[src/rtl/serial_add_pkg.sv]
// Shared definitions for the bit-serial adder controller: FSM state encoding
// and the bit-counter width helper.
package serial_add_pkg;

  typedef enum logic [1:0] {
    ST_IDLE  = 2'd0,
    ST_RUN   = 2'd1,
    ST_FLUSH = 2'd2,
    ST_DONE  = 2'd3
  } state_e;

  // A one-bit counter is still needed when W=1 so RUN has a defined index.
  function automatic int cnt_width(input int w);
    return (w > 1) ? $clog2(w) : 1;
  endfunction

endpackage

[src/rtl/fa_bit_reg.sv]
// Single full-adder bit cell whose sum and carry are registered, so the carry
// chain advances one bit per clock.
module fa_bit_reg (
  input  logic clk,
  input  logic rst_n,
  input  logic a,
  input  logic b,
  input  logic cin,
  output logic sum,
  output logic cout
);

  logic sum_d, sum_q;
  logic cout_d, cout_q;

  always_comb begin
    sum_d  = a ^ b ^ cin;
    cout_d = (a & b) | (a & cin) | (b & cin);
  end

  always_ff @(posedge clk or negedge rst_n) begin
    if (!rst_n) begin
      sum_q  <= 1'b0;
      cout_q <= 1'b0;
    end else begin
      sum_q  <= sum_d;
      cout_q <= cout_d;
    end
  end

  assign sum  = sum_q;
  assign cout = cout_q;

endmodule

[src/rtl/serial_add_ctrl.sv]
// Bit-serial adder controller: feeds operands LSB first through one registered
// full-adder cell and collects the sum bits into a result shift register.
module serial_add_ctrl
  import serial_add_pkg::*;
#(
  parameter int W = 8
) (
  input  logic         clk,
  input  logic         rst_n,
  input  logic         start,
  input  logic [W-1:0] op_a,
  input  logic [W-1:0] op_b,
  input  logic         cin_in,
  output logic         ready,
  output logic         busy,
  output logic         done,
  output logic [W-1:0] result,
  output logic         cout_out
);

  localparam int            CW       = cnt_width(W);
  localparam logic [CW-1:0] CNT_LAST = CW'(W - 1);

  state_e        state_d, state_q;
  logic [W-1:0]  a_sh_d, a_sh_q;
  logic [W-1:0]  b_sh_d, b_sh_q;
  logic [W-1:0]  result_d, result_q;
  logic [CW-1:0] cnt_d, cnt_q;
  logic          cin_d, cin_q;
  logic          cout_d, cout_q;
  logic          ready_d, ready_q;
  logic          busy_d, busy_q;
  logic          done_d, done_q;

  logic          fa_sum, fa_cout, fa_cin;
  logic [W:0]    res_shift;

  // Bit 0 takes the latched carry-in; later bits chain the cell's own carry.
  assign fa_cin    = (cnt_q == '0) ? cin_q : fa_cout;
  assign res_shift = {fa_sum, result_q};

  fa_bit_reg u_fa (
    .clk  (clk),
    .rst_n(rst_n),
    .a    (a_sh_q[0]),
    .b    (b_sh_q[0]),
    .cin  (fa_cin),
    .sum  (fa_sum),
    .cout (fa_cout)
  );

  always_comb begin
    state_d  = state_q;
    a_sh_d   = a_sh_q;
    b_sh_d   = b_sh_q;
    result_d = result_q;
    cnt_d    = cnt_q;
    cin_d    = cin_q;
    cout_d   = cout_q;
    case (state_q)
      ST_IDLE: begin
        if (start) begin
          a_sh_d  = op_a;
          b_sh_d  = op_b;
          cin_d   = cin_in;
          cnt_d   = '0;
          state_d = ST_RUN;
        end
      end
      ST_RUN: begin
        a_sh_d = a_sh_q >> 1;
        b_sh_d = b_sh_q >> 1;
        cnt_d  = cnt_q + 1'b1;
        // The cell's sum register lags by one bit, so nothing is valid at k=0.
        if (cnt_q != '0) result_d = res_shift[W:1];
        if (cnt_q == CNT_LAST) state_d = ST_FLUSH;
      end
      ST_FLUSH: begin
        result_d = res_shift[W:1];
        cout_d   = fa_cout;
        state_d  = ST_DONE;
      end
      ST_DONE: begin
        state_d = ST_IDLE;
      end
    endcase
    ready_d = (state_d == ST_IDLE);
    busy_d  = (state_d != ST_IDLE);
    done_d  = (state_d == ST_DONE);
  end

  always_ff @(posedge clk or negedge rst_n) begin
    if (!rst_n) begin
      state_q  <= ST_IDLE;
      a_sh_q   <= '0;
      b_sh_q   <= '0;
      result_q <= '0;
      cnt_q    <= '0;
      cin_q    <= 1'b0;
      cout_q   <= 1'b0;
      ready_q  <= 1'b1;
      busy_q   <= 1'b0;
      done_q   <= 1'b0;
    end else begin
      state_q  <= state_d;
      a_sh_q   <= a_sh_d;
      b_sh_q   <= b_sh_d;
      result_q <= result_d;
      cnt_q    <= cnt_d;
      cin_q    <= cin_d;
      cout_q   <= cout_d;
      ready_q  <= ready_d;
      busy_q   <= busy_d;
      done_q   <= done_d;
    end
  end

  assign ready    = ready_q;
  assign busy     = busy_q;
  assign done     = done_q;
  assign result   = result_q;
  assign cout_out = cout_q;

endmodule

[config.mk]
export PLATFORM = sky130hd
export DESIGN_NAME = serial_add_ctrl
export DESIGN_NICKNAME = d
export VERILOG_FILES = /design/src/rtl/serial_add_pkg.sv /design/src/rtl/fa_bit_reg.sv /design/src/rtl/serial_add_ctrl.sv
export SDC_FILE = /design/constraint.sdc
export NUM_CORES = 1
export LEC_CHECK = 0
export CAP_MARGIN = 20
export CELL_PAD_IN_SITES_DETAIL_PLACEMENT = 0
export CELL_PAD_IN_SITES_GLOBAL_PLACEMENT = 1
export CORE_UTILIZATION = 40
export DETAILED_ROUTE_END_ITERATION = 8
export PLACE_DENSITY = 0.77
export RECOVER_POWER = 50
export REMOVE_ABC_BUFFERS = 1
export SLEW_MARGIN = 15
export SYNTH_ARGS = -nofsm -noshare
export SYNTH_HDL_FRONTEND = slang
export SYNTH_SLANG_ARGS = --single-unit
[constraint.sdc]
create_clock -name clk -period 2.2 [get_ports clk]
set_clock_uncertainty 0.05 [all_clocks]
set_input_delay 0.55 -clock clk [delete_from_list [all_inputs] [get_ports clk]]
set_output_delay 0.55 -clock clk [all_outputs]
set_load 0.005 [all_outputs]
**After elaboration in Yosys (flattened, before gate mapping)**

Cells that the tools add are included.

- Logic and storage cells: 49
- Bits of input ports: 20
- Register bits after elaboration: 36
- Output and inout port bits: 12

- $add $sub $neg: 1
- Bitwise logic cells: 7
- Equality and inequality tests: 7
- Reduce and logical (&&, ||, !) cells: 10
- Multiplexer cells: 12

Operators with widths:

| cell | count |
|---|---|
| $pmux 8 s2 | 3 |
| $mux 8 | 3 |
| $pmux 2 s4 | 1 |
| $eq 2x2->1 const B | 3 |
| $pmux 3 s2 | 1 |
| $reduce_and 2->1 | 3 |
| $reduce_bool 2->1 | 3 |
| $logic_not 2->1 | 2 |
| $mux 2 | 2 |
| $ne 2x2->1 const B | 2 |
| $add 3x1->3 const B | 1 |
| $and 1x1->1 | 3 |
| $eq 3x3->1 const B | 1 |
| $logic_not 3->1 | 1 |
| $mux 3 | 1 |
| $reduce_bool 3->1 | 1 |
| $eq 2x1->1 const B | 1 |
| $or 1x1->1 | 2 |
| $xor 1x1->1 | 2 |
| $mux 1 | 1 |

**Logic depth before layout (Yosys ltp)**

Gate-level depths: netlist of the first run.

- Depth after elaboration: 5
- Mapped depth: 7
- Mapped depth without buffers: 6

**Cells and area by module**

From an unflattened synthesis of the first run, not the netlist that was laid out.

- Cell total of the unflattened synthesis: 178
- Area total of the unflattened synthesis: 1766.7 µm²

By module, submodules not included:

| module | times used | area an instance (µm²) | cells an instance | sequential area each (µm²) |
|---|---|---|---|---|
| serial_add_ctrl | 1 | 1696.6 | 175 | 852.1 |
| fa_bit_reg | 1 | 70.1 | 3 | 50.0 |

**Worst setup path before layout of the first run**

OpenSTA, ideal clock, no wires.

- Path kind: reg-to-reg
- Start point: register cnt_q[0]
- End point: register u_fa.sum_q (netlist: u_fa.sum)
- Arrival: 1.505 ns
- Required time: 2.086 ns
- Path buffers: 1
- Period minus slack after synthesis: 1.619 ns
- Stages on the path, launching flop included: 8
- Setup time: 0.064 ns
- Slack: 0.581 ns
- Cell sequence: dfrtp_1 -> inv_1 -> ha_1 -> nand2b_1 -> buf_2 -> mux2i_1 -> fa_1 -> inv_1

- Word-level cells in the longest chain between the ends: 3

RTL lines:

| element | RTL line | text |
|---|---|---|
| from (decl) | serial_add_ctrl.sv:28 | `logic [CW-1:0] cnt_d, cnt_q;` |
| from (signal assigned) | serial_add_ctrl.sv:109 | `cnt_q <= cnt_d;` |
| $logic_not 3->1 | serial_add_ctrl.sv:39 | `assign fa_cin = (cnt_q == '0) ? cin_q : fa_cout;` |
| $mux 1 | serial_add_ctrl.sv:39 |  |
| $xor 1x1->1 | fa_bit_reg.sv:17 | `sum_d = a ^ b ^ cin;` |
| net u_fa.sum_d | fa_bit_reg.sv:13 | `logic sum_d, sum_q;` |
| to (signal assigned) | fa_bit_reg.sv:26 | `sum_q <= sum_d;` |
| to (decl) | fa_bit_reg.sv:13 |  |

The timed path passes the listed nets, and every way through them passes these cells.
A chain may end at the register's enable or synchronous reset.

**Worst setup path after layout of the first run**

- Start point: register ready_q (netlist: ready)
- End point: output port ready

RTL lines:

| element | RTL line | text |
|---|---|---|
| from (decl) | serial_add_ctrl.sv:31 | `logic ready_d, ready_q;` |
| from (signal assigned) | serial_add_ctrl.sv:112 | `ready_q <= ready_d;` |
| to (decl) | serial_add_ctrl.sv:14 | `output logic ready,` |

No word-level cell between the ends.

==> results, run 1 <==
- The count of buffers added on input and output ports is 31.
- The arrival time at the worst endpoint is 1.28 ns.
- The cell with the most instances after synthesis is dfrtp_1.
- The share of the synthesized netlist area taken by xor and xnor gates is 0.
- For the finished layout, the period the worst path requires is 1.88 ns.
- The net count of the finished layout is 227.
- The worst setup path category is reg2out.
- The overflow left after global routing is 0.
- Traced cell by cell, the critical path runs through clkdlybuf4s50_1.
- The deepest clock path buffer count is 2.
- The leading register cell type out of synthesis is dfrtp_1.
- At the end of routability-driven placement, the weighted congestion stood at 0.715.
- The clock root buffer is clkbuf_8.
- The part of the Yosys area used for sequential elements is 0.517.
- The number of CTS-inserted buffers is 5.
- 32 I/O pins were placed.
- Of the available clock period, the critical path in the final layout requires 0.856.
- The basic-gate share of the synthesized area counting and, or, nand and nor cells is 0.106.
- The largest net degree at the start of global routing is 37.
- The mean post-synth cell area is 10.3 um^2.
- The total global-route track usage is 0.183.
- The Yosys step of the flow raised 0 warnings.
- After detailed routing, the total wire length is 3480 um.
- The flip-flop and latch count after synthesis is 36.
- The die covers 4630 um^2.
- The iteration count of the initial detailed-routing pass is 4.
- After synthesis, the largest family of logic cells by area is compound AO/OA/AOI/OAI gates.
- The number of setup buffers added after CTS is 0.
- The clock insertion delay at the later pin of the skew report is 0.29 ns.
- The area share of the leading cell type in the synthesized netlist is 0.502.
- In the post-synthesis netlist, the biggest area contributors are dfrtp_1 (50%), a22oi_1 (6.0%), o21ai_0 (5.2%).
- The number of antenna violations at the first check in global routing is 0.
- The path class of the tightest hold or removal check is reg2reg.
- The clock-pin slew reported for the worst setup and hold paths after clock tree synthesis is 0.07 ns.
- The cell area after synthesis is 1740 um^2.
- The compound-gate portion of the synthesized area is 0.261.
- Measured against the total synthesized area, the mux share comes to 0.0265.
- The average wire per cell in the routed design is 13.7 um.
- The worst path meets setup with 0.316 ns of slack.
- The flow ran to the end, and the final reports show no timing, DRC or antenna violations.
- The TritonCTS clock tree is done.
- The share of async-settable or async-resettable flops after synthesis is 1.00.
- At the pin with the least slew margin, the transition time is 0.897 ns.
- The floorplan step defined a core boundary enclosing 4090 um^2.
- Counting both buffers and inverters, the worst setup path holds a total of 1.
- The count of unresolved DRC violations after routing is 0.
- The highest clock rate is 0.531 GHz.
- The count of flip-flops with a built-in enable after synthesis is 0.
- The post-route setup TNS is 0 ns.
- The final antenna diode count is 0.
- For this block, the via count after detailed routing is 1378.
- The count of hold-fix buffers inserted at cts is 0.
- The cell count after synthesis is 170.
- On the critical path the largest part of the delay comes from flip-flops.
- The worst slew margin relative to its limit is 0.402.
- The ratio of total power to cell area is 1330 nW/um^2.
- The category of the worst setup path capture point is an output port.
- The HPWL after detailed placement is 2440 um.
- The count of final hold-check violations is 0.
- Setup violations remaining at the end of the flow were counted as 0.
- The largest area contributor in the synthesized netlist is dfrtp_1.
- On the worst path, the slowest cell contributes a delay of 0.51 ns.
- The count of unique library cells instantiated by Yosys is 29.
- The final-report max-slew violation count is 0.
- The launching element type of the critical path is a flop.
- The first global-routing pass estimated 6110 um of wire.
- The fraction of layout cells with a size suffix above 1 is 0.123.
- The number of nets still failing antenna checks after routing is 0.
- The via density per instance is 5.43.
- The width of the chip is 68.0 um.
- In this run the vertical extent of the chip is 68.0 um.
- In this run, the number of DRC markers left after iteration 0 of detailed routing was 62.
- The static leakage power is 0.946 nW.
- Of the total synthesized cell area, the portion taken by full adders, half adders and majority gates is 0.0330.
- Along the worst path, the maximum fanout reaches 1.
- Among all stages on the critical path, the largest delay is contributed by dfstp_2.
- The worst supply voltage drop on vdd is 0.000527 V.
- Setup repair after global routing left no endpoint under its margin.
- The number of gates resized after CTS is 0.
- Row generation in the floorplan step produced 23 rows.
- For this configuration, the core starts out at a cell density of 0.427.
- Counting instances in the post-synthesis netlist gives the leading cell types as dfrtp_1 (35), nand2_1 (19), o21ai_0 (18).
- The number of global-route vias before repair is 1359.
- From synthesis to final layout, the design area changed by 26.3%.
- The required time of the critical path is 1.60 ns.
- The number of H-tree levels is 2.
- Before CTS, the worst setup slack after placement is 0.336 ns.
- The total number of clock tree sinks is 36.
- The max-cap check violation count is 0.
-- sequential cells by signal (all words and copies together), names as in the netlist --
name,count
cin_q,1
u_fa.cout,1
result,8
u_fa.sum,1
ready,1
busy,1
done,1
cnt_q,3
cout_out,1
b_sh_q,8
a_sh_q,8
state_q,2
-- where the power goes --
group	internal [mW]	total, mW	switching [mW]
registers	0.947	1.16	0.209
clock network	0.336	0.565	0.229
logic	0.618	1.21	0.589
-- per-stage QoR --
step	cell area (um^2)	power [mW]	hold slack (ns)	utilization	instances
final	2200	2.93	0.432	0.539	254
after global routing	2200	3.20	0.458	0.539	254
after CTS	2210	2.97	0.435	0.541	254
after detailed placement	2100	2.39	0.418	0.514	246
after global placement	2100	2.33	0.414	0.514	246
after floorplan	1680	1.89	0.204	-	158
-- layer usage --
metal / GRT usage / up-vias / wire (um)
met5: 0 / - / 0
met4: 0.0703 / 0 / 51
met3: 0.0633 / 5 / 167
met2: 0.313 / 39 / 1750
met1: 0.208 / 666 / 1510
li1: - / 668 / -
-- logic make-up (layout without fill, tap and decap cells) --
logic type                 after synthesis  count (layout)
DFF                                     36              36
buffers and inverters                   20              54
AOI/OAI and AO/OA                       69              69
muxes                                    4               4
and+or+nand+nor                         37              37
adders and majority gates                4               4
-- path summary, 6_finish.rpt --
| path | slack [ns] | startpoint | depth (start not counted) | end |
|---|---|---|---|---|
| max in group asynchronous | 0.67 | rst_n | 2 | b_sh_q[5]$_DFFE_PN0P_ |
| min in group asynchronous | 0.87 | rst_n | 2 | result[1]$_DFFE_PN0P_ |
| min reg2reg | 0.43 | a_sh_q[6]$_DFFE_PN0P_ | 2 | a_sh_q[6]$_DFFE_PN0P_ |
| max | 0.32 | ready$_DFF_PN1_ | 1 | ready |
| min | 0.43 | a_sh_q[6]$_DFFE_PN0P_ | 2 | a_sh_q[6]$_DFFE_PN0P_ |
| max reg2reg | 0.61 | cnt_q[0]$_DFFE_PN0P_ | 6 | u_fa.sum$_DFF_PN0_ |
-- final cells by class --
class,count,area [um^2]
inverter,8,30.0
tap,50,62.6
multi-input combinational,114,744
clock buffer,6,72.6
sequential,36,902
fill,368,1880
clock inverter,2,35.0
timing repair buffer,38,357
-- layout by cell type, fill, tap and decap left out --
master and instances:
o31ai_1 1, ha_1 3, clkdlybuf4s50_1 30, o211ai_1 7, nand2b_1 8, inv_1 8, o21ai_1 5, dlygate4sd3_1 1
mux2_2 1, nand2_1 19, clkbuf_8 5, a22oi_1 14, clkinv_2 1, fa_1 1, o22ai_1 2, clkbuf_1 2
a22o_1 2, nor2_1 2, a21oi_1 10, and2b_1 2, o21ai_0 18, nor3b_1 1, nor2b_1 3, mux2i_1 2
clkbuf_2 1, buf_4 5, bufinv_16 1, mux2_4 1, o21bai_4 1, dfstp_2 1, a21o_1 2, dfrtp_1 35
o21ai_2 7, nor3_1 1, and2b_4 1
Power figures use the tool's default switching activity.
==> run 2: changes to the inputs <==
--- a/config.mk
+++ b/config.mk
@@ -9,10 +9,12 @@
 export CELL_PAD_IN_SITES_DETAIL_PLACEMENT = 0
 export CELL_PAD_IN_SITES_GLOBAL_PLACEMENT = 1
 export CORE_UTILIZATION = 40
+export CTS_CLUSTER_DIAMETER = 150
 export DETAILED_ROUTE_END_ITERATION = 8
 export PLACE_DENSITY = 0.77
 export RECOVER_POWER = 50
 export REMOVE_ABC_BUFFERS = 1
+export SKIP_CTS_REPAIR_TIMING = 1
 export SLEW_MARGIN = 15
 export SYNTH_ARGS = -nofsm -noshare
 export SYNTH_HDL_FRONTEND = slang
==> results of run 2 <==
No change in the layout: final DEF, timing and power equal those of run 1.
==> run 3: changes to the inputs <==
--- a/config.mk
+++ b/config.mk
@@ -8,10 +8,10 @@
 export CAP_MARGIN = 20
 export CELL_PAD_IN_SITES_DETAIL_PLACEMENT = 0
 export CELL_PAD_IN_SITES_GLOBAL_PLACEMENT = 1
-export CORE_UTILIZATION = 40
+export CORE_UTILIZATION = 43
 export CTS_CLUSTER_DIAMETER = 150
 export DETAILED_ROUTE_END_ITERATION = 8
-export PLACE_DENSITY = 0.77
+export PLACE_DENSITY = 0.82
 export RECOVER_POWER = 50
 export REMOVE_ABC_BUFFERS = 1
 export SKIP_CTS_REPAIR_TIMING = 1
==> constraint.sdc (replaced) <==
create_clock -name clk -period 2.22 [get_ports clk]
set_clock_uncertainty 0.05 [all_clocks]
set_input_delay 0.555 -clock clk [delete_from_list [all_inputs] [get_ports clk]]
set_output_delay 0.555 -clock clk [all_outputs]
set_load 0.005 [all_outputs]
==> results, run 3 (synthesis results as in run 1) <==
- The number of nets in the layout is 226 (-0.44%).
- The highest clock rate is 0.527 GHz.
- The slowest stage of the critical path belongs to the cell dfstp_2.
- The final-report max-slew violation count is 0 (unchanged).
- The post-route setup TNS was 0 ns (unchanged).
- The worst setup path category is reg2out.
- The fill cell instance count of the final layout is 316 (-14%).
- The iteration count of the initial detailed-routing pass is 4 (unchanged).
- met2 is the most crowded layer.
- The category of the worst setup path capture point is an output port.
- The final antenna diode count came to 0 (unchanged).
- The count of unresolved DRC violations after routing is 0 (unchanged).
- The largest incremental delay on the critical path is 0.52 ns (about the same).
- The type of the tightest min-delay check is reg2reg.
- The slew at the pin with the worst max-slew slack is 0.904 ns (+0.00758 ns).
- The clock root buffer is clkbuf_8.
- The number of buffer and inverter stages on the critical path is 1 (unchanged).
- The via count of the routed design was 1364 (-1.0%).
- The library cell used most frequently in the layout, excluding fill and tap cells, is dfrtp_1.
- The overflow left after global routing came to 0 (unchanged).
- The total number of clock tree sinks is 36 (unchanged).
- In the layout the commonest cells are dfrtp_1 (35), clkdlybuf4s50_1 (29), nand2_1 (19), o21ai_0 (18), a22oi_1 (14).
- The ratio of total power to cell area was 1300 nW/um^2 (-2.5%).
- Traced cell by cell, the critical path runs through clkdlybuf4s50_1.
- The initial standard-cell utilization of the core was 0.463 (+0.0357).
- The number of endpoints failing setup at the final stage is 0 (unchanged).
- The number of CTS-inserted buffers is 5 (unchanged).
- The number of nets still failing antenna checks after routing is 0 (unchanged).
- The worst slew margin relative to its limit is 0.397 (-0.00505).
- The clock insertion delay at the later pin of the skew report is 0.29 ns (about the same).
- The total global-route track usage is 0.193 (+0.0103).
- The worst supply voltage drop on vdd is 0.000604 V (+15%).
- The launching element type of the critical path is a flop.
- The via density per instance is 5.43 (+0.17%).
- The area of the core is 3770 um^2 (-7.7%).
- The overall routed net length is 3520 um (+1.0%).
- The global-route wire length before repair is 6210 um (+1.7%).
- The number of I/O pins was 32 (unchanged).
- Grouping stages by cell kind, the critical path spends the most delay in flip-flops.
- The final HPWL from detailed placement is 2290 um (-6.0%).
- The width of the chip is 65.7 um (-3.4%).
- The met3 layer usage reported by global route is 0.0590 (-0.00431).
- The deepest clock path buffer count is 2 (unchanged).
- The number of buffers added on ports is 31 (unchanged).
- The max-cap check violation count is 0 (unchanged).
- The fraction of layout cells with a size suffix above 1 was 0.113 (-0.00925).
- Setup repair after global routing left no endpoint under its margin.
- The met2 usage in global routing is 0.321 (+0.00893).
- The clock-pin slew reported for the worst setup and hold paths after clock tree synthesis is 0.07 ns (about the same).
- The count of final hold-check violations is 0 (unchanged).
- In the finished design, the share of the clock period the worst path needs comes to 0.854.
- The static leakage power is 0.932 nW (-1.5%).
- The slack of the critical path came to 0.324 ns (+0.00806 ns).
- The flow ran to the end, and the final reports show no timing, DRC or antenna violations.
- The cell row count was 22 (-4.3%).
- The largest driver fanout on the critical path is 1 (unchanged).
- The average wire per cell in the routed design is 14.0 um (+2.2%).
- Relative to the synthesized area, the layout overhead comes to 24.7%.
- The final RePlAce weighted congestion was 0.788 (+10%).
- The number of global-route vias before repair was 1345 (-1.0%).
- The TritonCTS clock tree is done.
- The required time of the critical path is 1.62 ns (+0.02 ns).
- The count of routing violations after the opening detailed-route iteration is 60 (-3.2%).
- The overall die height was 65.7 um (-3.4%).
- The area of all sequential standard cells is 902 um^2 (unchanged).
- The post-placement setup slack is 0.327 ns (-0.00928 ns).
- The total area of multi-input combinational cells came to 744 um^2 (unchanged).
- The floorplan die area was 4320 um^2 (-6.8%).
- The number of H-tree levels is 2 (unchanged).
- The largest net degree at the start of global routing was 37 (unchanged).
- The number of antenna violations at the first check in global routing is 0 (unchanged).
- The global routing usage on met1 is 0.229 (+0.0216).
- The arrival time at the worst endpoint is 1.29 ns (about the same).
- The clock period minus worst slack is 1.90 ns.
## run 3: cell types whose count changed in the layout (fill, tap and decap cells not counted)
cell | before | now
buf_4 | 5 | 4
bufinv_16 | 1 | 0
clkbuf_1 | 2 | 3
clkbuf_8 | 5 | 6
clkdlybuf4s50_1 | 30 | 29
clkinv_2 | 1 | 0
dlygate4sd3_1 | 1 | 2
## run 3: power breakdown
group | internal, mW | leakage (nW) | switching [mW]
clock | 0.253 | 0.0455 | 0.221
combinational | 0.600 | 0.445 | 0.610
sequential | 0.939 | 0.442 | 0.196
## run 3: path summary, 6_finish.rpt
kind,start,end,slack [ns],cells after the start
max,ready$_DFF_PN1_,ready,0.32,1
min,b_sh_q[0]$_DFFE_PN0P_,b_sh_q[0]$_DFFE_PN0P_,0.43,2
max reg2reg,cnt_q[0]$_DFFE_PN0P_,u_fa.sum$_DFF_PN0_,0.37,6
min reg2reg,b_sh_q[0]$_DFFE_PN0P_,b_sh_q[0]$_DFFE_PN0P_,0.43,2
max in group asynchronous,rst_n,b_sh_q[2]$_DFFE_PN0P_,0.68,2
min in group asynchronous,rst_n,a_sh_q[7]$_DFFE_PN0P_,0.88,2
## run 3: layout make-up
type | count | share of cell area
Tap cell | 48 | 0.0276
Multi-Input combinational cell | 114 | 0.342
Inverter | 8 | 0.0138
Timing Repair Buffer | 37 | 0.160
Clock buffer | 8 | 0.0414
Sequential cell | 36 | 0.415
## run 3: per-layer routing
layer / vias up / wire length, um
li1: 659 / -
met1: 666 / 1600
met2: 33 / 1700
met3: 6 / 157
met4: 0 / 51
met5: - / 0
## run 3: per-stage QoR
step           total power [mW]  cells  hold WS, ns  instance area, um^2   util
5_1_grt                    3.06    251        0.457                 2180  0.577
2_1_floorplan              1.87    158        0.209                 1680      -
3_3_place_gp               2.31    243        0.414                 2090  0.555
6_report                   2.82    251        0.425                 2180  0.577
3_5_place_dp               2.36    243        0.416                 2090  0.555
4_1_cts                    2.85    251        0.431                 2180  0.579
## run 3: worst reg2reg max path: cells and delay by family (launching register included)
family | cells | cell delay, ns
muxes | 1 | 0.27
and+or+nand+nor | 1 | 0.32
DFF | 1 | 0.40
buffers and inverters | 2 | 0.12
adders and majority gates | 2 | 0.63
